`src/rtl/pci_mailbox_pkg.sv`:
```
// Shared definitions for the PCI host/local mailbox: register offsets,
// STATUS bit positions and the set of implemented IRQ_MASK bits.
package pci_mailbox_pkg;

    typedef enum logic [2:0] {
        MBOX_H2L_DATA     = 3'd0,
        MBOX_L2H_DATA     = 3'd1,
        MBOX_STATUS       = 3'd2,
        MBOX_IRQ_MASK     = 3'd3,
        MBOX_DOORBELL_OUT = 3'd4,
        MBOX_COUNTS       = 3'd5,
        MBOX_RSVD6        = 3'd6,
        MBOX_RSVD7        = 3'd7
    } mbox_reg_e;

    localparam int ST_L2H_NE   = 0;
    localparam int ST_H2L_FULL = 1;
    localparam int ST_OVF      = 8;
    localparam int ST_UNF      = 9;
    localparam int ST_DOORBELL = 16;

    localparam logic [31:0] IRQ_MASK_VALID = 32'h0001_0301;

endpackage

```
`src/rtl/pci_mailbox_fifo.sv`:
```
// Circular-buffer 32-bit FIFO used for both mailbox directions; full/empty
// come from the registered count, so acceptance is decided on pre-edge state.
module mbox_fifo #(
    parameter int DEPTH_LOG2 = 4
) (
    input  logic                  PCI_CLK,
    input  logic                  PCI_RSTn,
    input  logic                  push,
    input  logic                  pop,
    input  logic [31:0]           wdata,
    output logic                  full,
    output logic                  empty,
    output logic [DEPTH_LOG2:0]   count,
    output logic [31:0]           head
);
    localparam int DEPTH = 1 << DEPTH_LOG2;
    localparam logic [DEPTH_LOG2:0] FULL_CNT = {1'b1, {DEPTH_LOG2{1'b0}}};

    logic [31:0]           mem [DEPTH];
    logic [DEPTH_LOG2-1:0] wr_ptr;
    logic [DEPTH_LOG2-1:0] rd_ptr;
    logic                  push_ok;
    logic                  pop_ok;

    assign full    = (count == FULL_CNT);
    assign empty   = (count == '0);
    assign push_ok = push & ~full;
    assign pop_ok  = pop & ~empty;
    assign head    = mem[rd_ptr];

    // Storage is not reset; the pointers and count alone define its contents.
    always_ff @(posedge PCI_CLK) begin
        if (push_ok)
            mem[wr_ptr] <= wdata;
    end

    always_ff @(posedge PCI_CLK or negedge PCI_RSTn) begin
        if (!PCI_RSTn) begin
            wr_ptr <= '0;
            rd_ptr <= '0;
            count  <= '0;
        end else begin
            if (push_ok)
                wr_ptr <= wr_ptr + 1'b1;
            if (pop_ok)
                rd_ptr <= rd_ptr + 1'b1;
            case ({push_ok, pop_ok})
                2'b10:   count <= count + 1'b1;
                2'b01:   count <= count - 1'b1;
                default: count <= count;
            endcase
        end
    end

endmodule

```
`src/rtl/pci_mailbox.sv`:
```
// PCI host/local mailbox: H2L and L2H FIFOs, doorbells and STATUS/IRQ_MASK.
// Define PCI_MBOX_IRQ_EN to drive inta; otherwise inta is 0 and IRQ_MASK reads 0.
module pci_mailbox
    import pci_mailbox_pkg::*;
#(
    parameter int DEPTH_LOG2 = 4
) (
    input  logic        PCI_CLK,
    input  logic        PCI_RSTn,
    input  logic        t_sel,
    input  logic        t_wr,
    input  logic        t_rd,
    input  logic [2:0]  t_addr,
    input  logic [31:0] t_wdata,
    output logic [31:0] t_rdata,
    output logic        h2l_valid,
    output logic [31:0] h2l_data,
    input  logic        h2l_ready,
    input  logic        l2h_valid,
    input  logic [31:0] l2h_data,
    output logic        l2h_ready,
    input  logic        loc_doorbell,
    output logic        host_doorbell,
    output logic        inta
);
    // Local ports are valid/ready: a word moves on a rising edge where valid
    // and ready are both high; valid never waits on ready.
    localparam logic [DEPTH_LOG2:0] L2H_ALMOST = {1'b0, {DEPTH_LOG2{1'b1}}};

    logic                h2l_push, h2l_pop, h2l_full, h2l_empty;
    logic [DEPTH_LOG2:0] h2l_cnt;
    logic                l2h_push, l2h_pop, l2h_pop_ok, l2h_full, l2h_empty;
    logic [DEPTH_LOG2:0] l2h_cnt;
    logic [31:0]         l2h_head;
    logic                st_clr;
    logic                ovf, unf, doorbell;
    logic [31:0]         status;
    logic [31:0]         counts;
    logic [31:0]         irq_mask;

    assign h2l_push   = t_sel & t_wr & (t_addr == MBOX_H2L_DATA);
    assign h2l_pop    = h2l_valid & h2l_ready;
    assign h2l_valid  = ~h2l_empty;
    assign l2h_push   = l2h_valid & l2h_ready;
    assign l2h_pop    = t_sel & t_rd & (t_addr == MBOX_L2H_DATA);
    assign l2h_pop_ok = l2h_pop & ~l2h_empty;
    assign st_clr     = t_sel & t_wr & (t_addr == MBOX_STATUS);

    mbox_fifo #(.DEPTH_LOG2(DEPTH_LOG2)) u_h2l (
        .PCI_CLK (PCI_CLK),
        .PCI_RSTn(PCI_RSTn),
        .push    (h2l_push),
        .pop     (h2l_pop),
        .wdata   (t_wdata),
        .full    (h2l_full),
        .empty   (h2l_empty),
        .count   (h2l_cnt),
        .head    (h2l_data)
    );

    mbox_fifo #(.DEPTH_LOG2(DEPTH_LOG2)) u_l2h (
        .PCI_CLK (PCI_CLK),
        .PCI_RSTn(PCI_RSTn),
        .push    (l2h_push),
        .pop     (l2h_pop),
        .wdata   (l2h_data),
        .full    (l2h_full),
        .empty   (l2h_empty),
        .count   (l2h_cnt),
        .head    (l2h_head)
    );

    // Sticky bits: a set in the same cycle as a W1C wins.
    always_ff @(posedge PCI_CLK or negedge PCI_RSTn) begin
        if (!PCI_RSTn) begin
            ovf           <= 1'b0;
            unf           <= 1'b0;
            doorbell      <= 1'b0;
            host_doorbell <= 1'b0;
            l2h_ready     <= 1'b0;
        end else begin
            ovf      <= (h2l_push & h2l_full) | (ovf & ~(st_clr & t_wdata[ST_OVF]));
            unf      <= (l2h_pop & l2h_empty) | (unf & ~(st_clr & t_wdata[ST_UNF]));
            doorbell <= loc_doorbell | (doorbell & ~(st_clr & t_wdata[ST_DOORBELL]));
            host_doorbell <= t_sel & t_wr & (t_addr == MBOX_DOORBELL_OUT);
            // Ready reflects the post-edge count: not full after this edge.
            l2h_ready <= ~((l2h_full & ~l2h_pop_ok) |
                           ((l2h_cnt == L2H_ALMOST) & l2h_push & ~l2h_pop_ok));
        end
    end

    always_comb begin
        status              = '0;
        status[ST_L2H_NE]   = ~l2h_empty;
        status[ST_H2L_FULL] = h2l_full;
        status[ST_OVF]      = ovf;
        status[ST_UNF]      = unf;
        status[ST_DOORBELL] = doorbell;
    end

    assign counts = {16'(l2h_cnt), 16'(h2l_cnt)};

`ifdef PCI_MBOX_IRQ_EN
    always_ff @(posedge PCI_CLK or negedge PCI_RSTn) begin
        if (!PCI_RSTn)
            irq_mask <= '0;
        else if (t_sel & t_wr & (t_addr == MBOX_IRQ_MASK))
            irq_mask <= t_wdata & IRQ_MASK_VALID;
    end
    assign inta = |(status & irq_mask);
`else
    assign irq_mask = '0;
    assign inta     = 1'b0;
`endif

    always_comb begin
        t_rdata = '0;
        case (t_addr)
            MBOX_L2H_DATA: t_rdata = l2h_empty ? 32'h0 : l2h_head;
            MBOX_STATUS:   t_rdata = status;
            MBOX_IRQ_MASK: t_rdata = irq_mask & IRQ_MASK_VALID;
            MBOX_COUNTS:   t_rdata = counts;
            default:       t_rdata = '0;
        endcase
    end

endmodule

```
`config.mk`:
```
export PLATFORM = sky130hd
export DESIGN_NAME = pci_mailbox
export DESIGN_NICKNAME = d
export VERILOG_FILES = /design/src/rtl/pci_mailbox_pkg.sv /design/src/rtl/pci_mailbox_fifo.sv /design/src/rtl/pci_mailbox.sv
export SDC_FILE = /design/constraint.sdc
export NUM_CORES = 1
export LEC_CHECK = 0
export CAP_MARGIN = 20
export CORE_ASPECT_RATIO = 1.4
export CORE_MARGIN = 2
export CORE_UTILIZATION = 25
export CTS_BUF_LIST = sky130_fd_sc_hd__clkbuf_16
export DETAILED_ROUTE_END_ITERATION = 6
export GPL_TIMING_DRIVEN = 0
export HOLD_SLACK_MARGIN = 0.06
export PLACE_DENSITY = 0.39
export SLEW_MARGIN = 40
export SYNTH_ARGS = -nofsm -noshare
export SYNTH_HDL_FRONTEND = slang
export SYNTH_SLANG_ARGS = --single-unit
```
`constraint.sdc`:
```
create_clock -name PCI_CLK -period 6.3 [get_ports PCI_CLK]
set_input_delay 0.63 -clock PCI_CLK [delete_from_list [all_inputs] [get_ports PCI_CLK]]
set_output_delay 0.63 -clock PCI_CLK [all_outputs]
set_load 0.02 [all_outputs]
```
# --- After elaboration in Yosys (flattened, before gate mapping) ---
# Memories as Yosys holds them, arrays and structs flattened.
# Index checks and enable logic that the tools add are counted.
classes:
  mux: 8
  eq_ne: 11
  n_addsub: 8
  bitwise_logic: 36
  reduce_logical: 5
op_table:
  columns: ["op", "count"]
  rows:
  - ["$pmux W32 S3", 1]
  - ["$mux W32", 1]
  - ["$and A1 B1 Y1", 23]
  - ["$pmux W5 S2", 2]
  - ["$add A4 B1 Y4 const B", 4]
  - ["$add A5 B1 Y5 const B", 2]
  - ["$eq A5 B5 Y1 const B", 2]
  - ["$logic_not A5 Y1", 2]
  - ["$sub A5 B1 Y5 const B", 2]
  - ["$not A1 Y1", 9]
  - ["$eq A3 B3 Y1 const B", 2]
  - ["$eq A5 B4 Y1 const B", 1]
  - ["$eq A2 B1 Y1 const B", 2]
  - ["$eq A2 B2 Y1 const B", 2]
  - ["$mux W1", 4]
  - ["$or A1 B1 Y1", 4]
  - ["$reduce_bool A2 Y1", 2]
  - ["$eq A3 B1 Y1 const B", 1]
  - ["$eq A3 B2 Y1 const B", 1]
  - ["$logic_not A3 Y1", 1]
totals:
  regBits: 31
  out_inout_bits: 68
  mem_bits_rw: 1024
  mem_count: 2
  inputBits: 75
memory_table:
  columns: ["name", "depth", "width", "read_ports", "rd_ports_with_merged_regs", "wr", "line_no", "source"]
  rows:
  - ["u_h2l.mem", 16, 32, 1, 0, 1, "pci_mailbox_fifo.sv:19", "logic [31:0] mem [DEPTH];"]
  - ["u_l2h.mem", 16, 32, 1, 0, 1, "pci_mailbox_fifo.sv:19", null]

# --- Logic depth before layout (Yosys ltp) ---
# Gate-level depths: netlist of run 1.
logic_depth:
  word_depth: 7
  depth_mapped: 12
  ltp_nobuf: 10

# --- By module ---
# Synthesis of run 1 repeated with hierarchy kept, for this count alone.
hier_totals:
  cells_unflattened: 2094
  hier_area_um2: 41404.7
by_module_without_submodules:
  columns: ["module", "n_inst", "cells_per_inst", "area_per_inst_um2", "seq_area_each_um2"]
  rows:
  - ["mbox_fifo", 2, 1012, 20408.3, 15700.1]
  - ["pci_mailbox", 1, 70, 588.1, 125.1]

# --- Least setup slack after synthesis of run 1 ---
# No wires, ideal clock.
synth_path:
  kind: "in2reg"
  from: "input port t_addr[1]"
  to: "memory u_h2l.mem[4][0], enable pin"
  n_path_buf: 0
  t_required_ns: 5.879
  slack_ns: 2.928
  t_arrival_ns: 2.951
  setup_ns: 0.421
  cell_stages: 4
  cell_sequence: "nand3b_1 > a2111oi_4 > nand3b_1 > nor2_1"
synth_between:
  elab_chain_cells: 5
synth_rtl:
  columns: ["element", "line_no", "source"]
  rows:
  - ["from (decl)", "pci_mailbox.sv:13", "input logic [2:0] t_addr,"]
  - ["$logic_not A3 Y1", "pci_mailbox.sv:41", "assign h2l_push = t_sel & t_wr & (t_addr == MBOX_H2L_DATA);"]
  - ["$and A1 B1 Y1", "pci_mailbox.sv:41", null]
  - ["$and A1 B1 Y1", "pci_mailbox_fifo.sv:27", "assign push_ok = push & ~full;"]
  - ["$mux W1", "pci_mailbox_fifo.sv:33", "if (push_ok)"]
  - ["$mux W1 (implied by the code)", "pci_mailbox_fifo.sv:34", "mem[wr_ptr] <= wdata;"]
  - ["to (decl)", "pci_mailbox_fifo.sv:19", null]
# No other way between the ends.

# --- Worst setup path in the final report of run 1 ---
layout_path:
  from: "register u_l2h.rd_ptr[1]"
  to: "output port t_rdata[22]"
layout_between:
  elab_chain_cells: 3
layout_rtl:
  columns: ["element", "line_no", "source"]
  rows:
  - ["from (decl)", "pci_mailbox_fifo.sv:21", "logic [DEPTH_LOG2-1:0] rd_ptr;"]
  - ["from (signal assigned)", "pci_mailbox_fifo.sv:46", "rd_ptr <= rd_ptr + 1'b1;"]
  - ["$mem_v2 Z16 W32", null, null]
  - ["$mux W32", "pci_mailbox.sv:119", "MBOX_L2H_DATA: t_rdata = l2h_empty ? 32'h0 : l2h_head;"]
  - ["$pmux W32 S3", "pci_mailbox.sv:118", "case (t_addr)"]
  - ["to (decl)", "pci_mailbox.sv:15", "output logic [31:0] t_rdata,"]
# No other way between the ends.

==> impl_metrics.yaml, run 1 <==
worst_setup_path:
  worst-path-max-fanout: 10
  critPathTopFamily: "buffers and inverters"
  worstSetupPathType: "register to primary output"
  slowest_stage: "clkdlybuf4s50_1"
  regToRegSetupSlack_ns: 3.25
  crit_buf_inv: 4
  r2r-start: "u_l2h.count[0]"
  critPathArrivalTime_ns: 4.30
  crit_path_end_kind: "primary output"
  critPathMaxStageDelay_ns: 0.74
  startpoint_type: "register"
  cp_cell_sequence: "clkbuf_1, clkbuf_1, clkbuf_1, a211oi_1, a211oi_1, clkdlybuf4s50_1"
  crit_path_frequent_cell: "clkbuf_1"
  cp.required_ns: 5.67
  crit_path_start: "u_l2h.rd_ptr[1]"
timing:
  final_hold_viol_count: 0
  rsz0062_at_grt: "no"
  setup_viol: 0
  slew_headroom_pct: 42.1
  post-route-period-util_pct: 78.3
  finalWorstPathRequiredPeriod_ns: 4.93
  tightest_slew_ns: 0.868
  fmax_mhz: 203
  maxSlewViolCount: 0
  fin_skew_ns: 0.0613
yosys:
  synth_cell_types: 49
  synthTopCellsByArea: "edfxtp_1, mux4_2, dfrtp_1, a211oi_1, ha_1"
  postSynthAreaPerCell_um2: 23.3
  synth_top_area_cell: "edfxtp_1"
  ys_warn_count: 0
  synth-edff-count: 1024
  netlist_area_um2: 40800
  synth.top_cell.area_share_pct: 75.3
  syn-num-nets: 1841
  async_flop_share_pct: 2.94
  dominantRegCellSynth: "edfxtp_1"
  syn_inst: 1750
  synth-seq-cells: 1055
  yosysSeqAreaShare_pct: 77.2
layout:
  most-common-layout-cells: "edfxtp_1, mux4_2, clkdlybuf4s50_1"
  nets: 2137
  fill_cells: 15600
  final_cell_area_um2: 49400
  final_util_pct: 30.5
  syn2layout_area_growth_pct: 21.1
  layout-drive-gt1-share_pct: 27.8
  mostFrequentLayoutCell: "edfxtp_1"
die:
  ioPinCount: 143
  core_area_um2: 162000
  start_util_pct: 25.2
  fp.dieH_um: 482
  die_x_um: 346
  row_count: 175
  floorplan.die_area_um2: 167000
power_and_ir_drop:
  p_leak_nw: 15.3
  power_mw: 20.5
  max-vdd-ir-drop_mv: 0.268
  power.density_nw_per_um2: 416
cts:
  numCtsBuffers: 110
  cts.clk_slew.worst_paths_ns: 0.06
  htreeDepth: 3
  clkSinkCount: 1055
  cts_root_buf: "clkbuf_16"
  cts_buffer_depth: 3
  clk_latency_ns: 0.73
  cts_tree: "done"
global_routing:
  grt_max_degree: 32
  grt_overflow: 0
  grt_pass1_wl_mm: 159
  grt_pass1_vias: 21000
  antenna_found_initial: 17
  grt_use_total_pct: 13.6
run:
  maxCapViolations: 0
route:
  postRouteAntennaNets: 0
  drc: 0
  first_iter_violations: 1384
  drt-total-wl_mm: 113
  avgViaCountPerCell: 4.47
  drt-wirelength-per-cell_um: 26.6
  drt_pass1_iterations: 5
  via_count: 19100
worst_hold_path:
  holdCritPathClass: "primary input to register"
  min_from: "t_addr[2]"
place:
  placed_area_um2: 45900
  gp_congestion: 0.740
  place_hpwl_mm: 72.7
  io_buffers: 140
outcome:
  status: "finished clean"
## final timing paths
path | endpoint | cells past startpoint
min | host_doorbell | 3
max | t_rdata[22] | 6
min in group asynchronous | u_l2h.wr_ptr[1] | 2
min reg2reg | doorbell | 1
max in group asynchronous | u_h2l.wr_ptr[3] | 2
max reg2reg | u_l2h.count[4] | 10
## worst register-to-register path: stages (launching register included)
cell and delay (ns):
dfrtp_1 0.55, nor4_4 0.13, a2111oi_4 0.71, ha_1 0.26
clkbuf_1 0.29, xor2_1 0.19, ha_1 0.22, and3b_1 0.16
o21ai_0 0.07, a21oi_1 0.23, xnor2_1 0.16
## flip-flops by register name, indices dropped and copies added, names as in the netlist, 4 cells and up
| signal | flops |
|---|---|
| u_h2l.mem | 512 |
| u_l2h.wr_ptr | 4 |
| u_l2h.rd_ptr | 4 |
| u_h2l.count | 5 |
| u_h2l.wr_ptr | 4 |
| u_l2h.mem | 512 |
| u_h2l.rd_ptr | 4 |
| u_l2h.count | 5 |
## where the power goes
part           total [mW]  internal [mW]  leakage, nW  switching, mW
Clock                6.25           3.50         1.76           2.75
Sequential           8.30           8.14         9.60          0.153
Combinational        6.00           2.74         3.89           3.26
Total                20.5           14.4         15.3           6.16
## synth_stat cells, drive strengths merged, types with 9 or more instances
library cell,count
and2,26
buf,56
clkbuf,39
inv,15
mux2i,20
a22oi,23
xnor2,14
o21ai,9
dfrtp,31
nor2b,26
a21oi,9
ha,16
a22o,10
nand2,28
mux4,288
a211oi,40
nor2,9
xor2,12
edfxtp,1024
## metrics by stage
step                cells  hold WS, ns  setup WS [ns]  setup TNS [ns]
floorplan            1750        0.334           2.93               0
global placement     4014        0.465         -0.170          -17.99
detailed placement   4057        0.469           2.05               0
CTS                  4262        0.282           1.20               0
global route         4263        0.372           1.01               0
finish               4266        0.354           1.37               0
## cell type report
cell class	instances	area, um2	area share [%]
sequential	1055	31500	63.8
multi-input combinational	585	8820	17.8
clock buffer	110	2750	5.57
tap	2124	2660	5.38
timing repair buffer	184	2320	4.69
clock inverter	94	723	1.46
buffer	95	563	1.14
inverter	15	56.3	0.114
antenna	4	10.0	0.0203
## timing repair
| item | in CTS | in global routing |
|---|---|---|
| endpoints found under the hold margin | 31 | 0 |
| resized for setup | 0 | 0 |
| setup buffers | 0 | 0 |
| hold buffers | 1 | 0 |
## logic make-up (layout without fill, tap and decap cells)
family	count (synthesis)	after routing	share of synthesized area [%]
other	1	5	0.00919
AO/OA/AOI/OAI	102	102	1.92
buffers and inverters	110	498	1.43
AND/OR/NAND/NOR	128	128	1.88
adder cells (fa/ha/maj)	16	16	0.490
multiplexers	312	312	16.5
XOR/XNOR	26	26	0.558
flip-flops	1055	1055	77.2
## per-layer routing
metal,vias up,share of wire (%),track usage [%],wire length [um]
met1,10400,39,15.5,43800
met2,474,53,25.1,59900
li1,8037,-,-,-
met5,-,0.14,0,162
met4,24,2.5,4.16,2800
met3,185,5.8,3.24,6530
Power figures use the tool's default switching activity.
==> inputs of run 2 (changes only) <==
Settings changed: PLACE_DENSITY 0.39 to 0.41.
Clock period 6.3 ns to 4.3 ns, I/O delays scaled along.
==> run 2 against run 1 <==
Die area is the same. Hold slack lost 0.10 ns. Flip-flop and latch count is the same. Critical path depth is the same. Core utilization grew 0.069 points. Register-to-register slack lost 2.0 ns. Cell count is essentially flat. Total power grew 48%. Sequential share of layout area shrank 0.14 points. Global-route usage shrank 0.41 points. Via count is essentially flat.
==> impl_metrics.yaml, run 2 (synthesis gave the netlist of run 1 again) <==
timing:
  tightest_slew_ns: 0.845
  finalWorstPathRequiredPeriod_ns: 4.17
  holdWs_ns: 0.252
  setup_viol: 0
  fin_skew_ns: 0.0309
  rsz0062_at_grt: "no"
  post-route-period-util_pct: 97.1
  final_hold_viol_count: 0
  worst_slack_ns: 0.126
  fmax_mhz: 240
  slew_headroom_pct: 43.6
  maxSlewViolCount: 0
worst_setup_path:
  crit_buf_inv: 4
  worst-path-max-fanout: 10
  crit_path_frequent_cell: "buf_2"
  critPathMaxStageDelay_ns: 0.73
  critPathTopFamily: "buffers and inverters"
  critPathArrivalTime_ns: 3.74
  slowest_stage: "clkdlybuf4s50_1"
  crit_path_end_kind: "primary output"
  cp_cell_sequence: "buf_2, buf_2, buf_4, mux2i_1, a211oi_1, clkdlybuf4s50_1"
  startpoint_type: "register"
  worstSetupPathType: "register to primary output"
  cp.required_ns: 3.87
die:
  start_util_pct: 25.2
  fp.dieH_um: 482
  floorplan.die_area_um2: 167000
  die_x_um: 346
  row_count: 175
  core_area_um2: 162000
  ioPinCount: 143
cts:
  cts.clk_slew.worst_paths_ns: 0.06
  cts_tree: "done"
  htreeDepth: 3
  clk_latency_ns: 0.71
  clkSinkCount: 1055
  cts_root_buf: "clkbuf_16"
  numCtsBuffers: 112
  cts_buffer_depth: 3
route:
  wl_met3_mm: 6.37
  avgViaCountPerCell: 4.47
  drc: 0
  first_iter_violations: 1448
  routed-wl-met2_mm: 57.8
  drt-total-wl_mm: 111
  drt_pass1_iterations: 7
  via_count: 19100
  routed.top_layer: "met5"
  wl_met1_mm: 44.2
  drt-wirelength-per-cell_um: 26.0
  postRouteAntennaNets: 0
layout:
  multi_input_area_um2: 8830
  most-common-layout-cells: "edfxtp_1, mux4_2, clkdlybuf4s50_1"
  syn2layout_area_growth_pct: 21.4
  final_cell_count_no_fill: 4267
  layout-drive-gt1-share_pct: 28.6
  mostFrequentLayoutCell: "edfxtp_1"
  nets: 2136
  final_cell_area_um2: 49500
  fill_cells: 15600
  reg_top3: "u_h2l.mem: 512 flops, u_l2h.mem: 512 flops"
  regArea_um2: 31500
place:
  placed_cells: 4055
  gp_congestion: 0.733
  dp_slack_ns: 0.331
  place_hpwl_mm: 71.0
  placed_area_um2: 45800
  io_buffers: 140
global_routing:
  grt_pass1_vias: 20900
  grt_pass1_wl_mm: 156
  antenna_found_initial: 16
  grt_use_total_pct: 13.2
  grt_overflow: 0
  grt_max_degree: 32
run:
  maxCapViolations: 0
power_and_ir_drop:
  power.density_nw_per_um2: 615
  p_leak_nw: 15.4
  max-vdd-ir-drop_mv: 0.343
outcome:
  status: "finished clean"
worst_hold_path:
  holdCritPathClass: "primary input to register"
-- run 2: cell types whose count changed in the layout (fill, tap and decap cells not counted), moves of 4 or more --
cell / before / now
clkbuf_1: 19 / 12
buf_16: 10 / 6
bufinv_16: 8 / 12
clkbuf_16: 110 / 115
clkinv_1: 34 / 28
clkinv_2: 15 / 24
clkbuf_2: 21 / 26
clkinvlp_4: 7 / 3
-- run 2: layout make-up --
class	count	share of cell area, %
Sequential cell	1055	63.6
Multi-Input combinational cell	585	17.8
Clock buffer	115	5.81
Tap cell	2124	5.36
Timing Repair Buffer	182	4.49
Clock inverter	96	1.58
Buffer	94	1.17
Inverter	15	0.114
Antenna cell	1	0.00505
-- run 2: timing repair --
| action | 4_1_cts | 5_1_grt |
|---|---|---|
| endpoints found under the setup margin | 57 | 1 |
| gates resized for setup | 15 | 3 |
| setup buffers | 0 | 0 |
| hold buffers | 1 | 0 |
| hold endpoints to repair | 31 | 0 |
-- run 2: metal layers --
layer | vias up | GRT usage (%)
met3 | 162 | 3.21
li1 | 8054 | -
met1 | 10400 | 15.6
met5 | - | 0
met4 | 24 | 3.68
met2 | 472 | 23.8
-- run 2: worst paths after layout --
| path | start | end | slack (ns) | cells after the start |
|---|---|---|---|---|
| worst max-delay path | u_l2h.rd_ptr[2] | t_rdata[30] | 0.13 | 6 |
| worst min-delay path | t_addr[2] | host_doorbell | 0.25 | 3 |
| worst max register to register | u_l2h.count[0] | u_l2h.count[4] | 1.25 | 10 |
| worst min register to register | doorbell | doorbell | 0.48 | 1 |
| max in group asynchronous | PCI_RSTn | u_h2l.count[3] | 3.65 | 2 |
| min in group asynchronous | PCI_RSTn | u_l2h.rd_ptr[3] | 0.30 | 2 |
-- run 2: stage by stage --
step / total power [mW] / util [%] / TNS (ns)
after CTS: 31.1 / 30.5 / 0
after floorplan: 17.9 / - / 0
after global placement: 21.1 / 27.7 / -392.34
after global routing: 31.8 / 30.5 / 0
final: 30.5 / 30.5 / 0
after detailed placement: 21.4 / 28.2 / 0
-- run 2: worst register-to-register path, stage by stage (launching register included) --
cell and delay (ns):
dfrtp_1 0.54, nor4_4 0.13, a2111oi_4 0.67, ha_1 0.25, clkbuf_1 0.30, xor2_1 0.23, ha_1 0.23, and3b_1 0.18
o21ai_0 0.09, a21oi_1 0.20, xnor2_1 0.15
-- run 2: report_power, final --
group | leakage [nW] | internal [mW] | switching, mW
Clock | 1.89 | 5.55 | 4.03
Sequential | 9.60 | 11.9 | 0.229
Combinational | 3.88 | 4.01 | 4.73
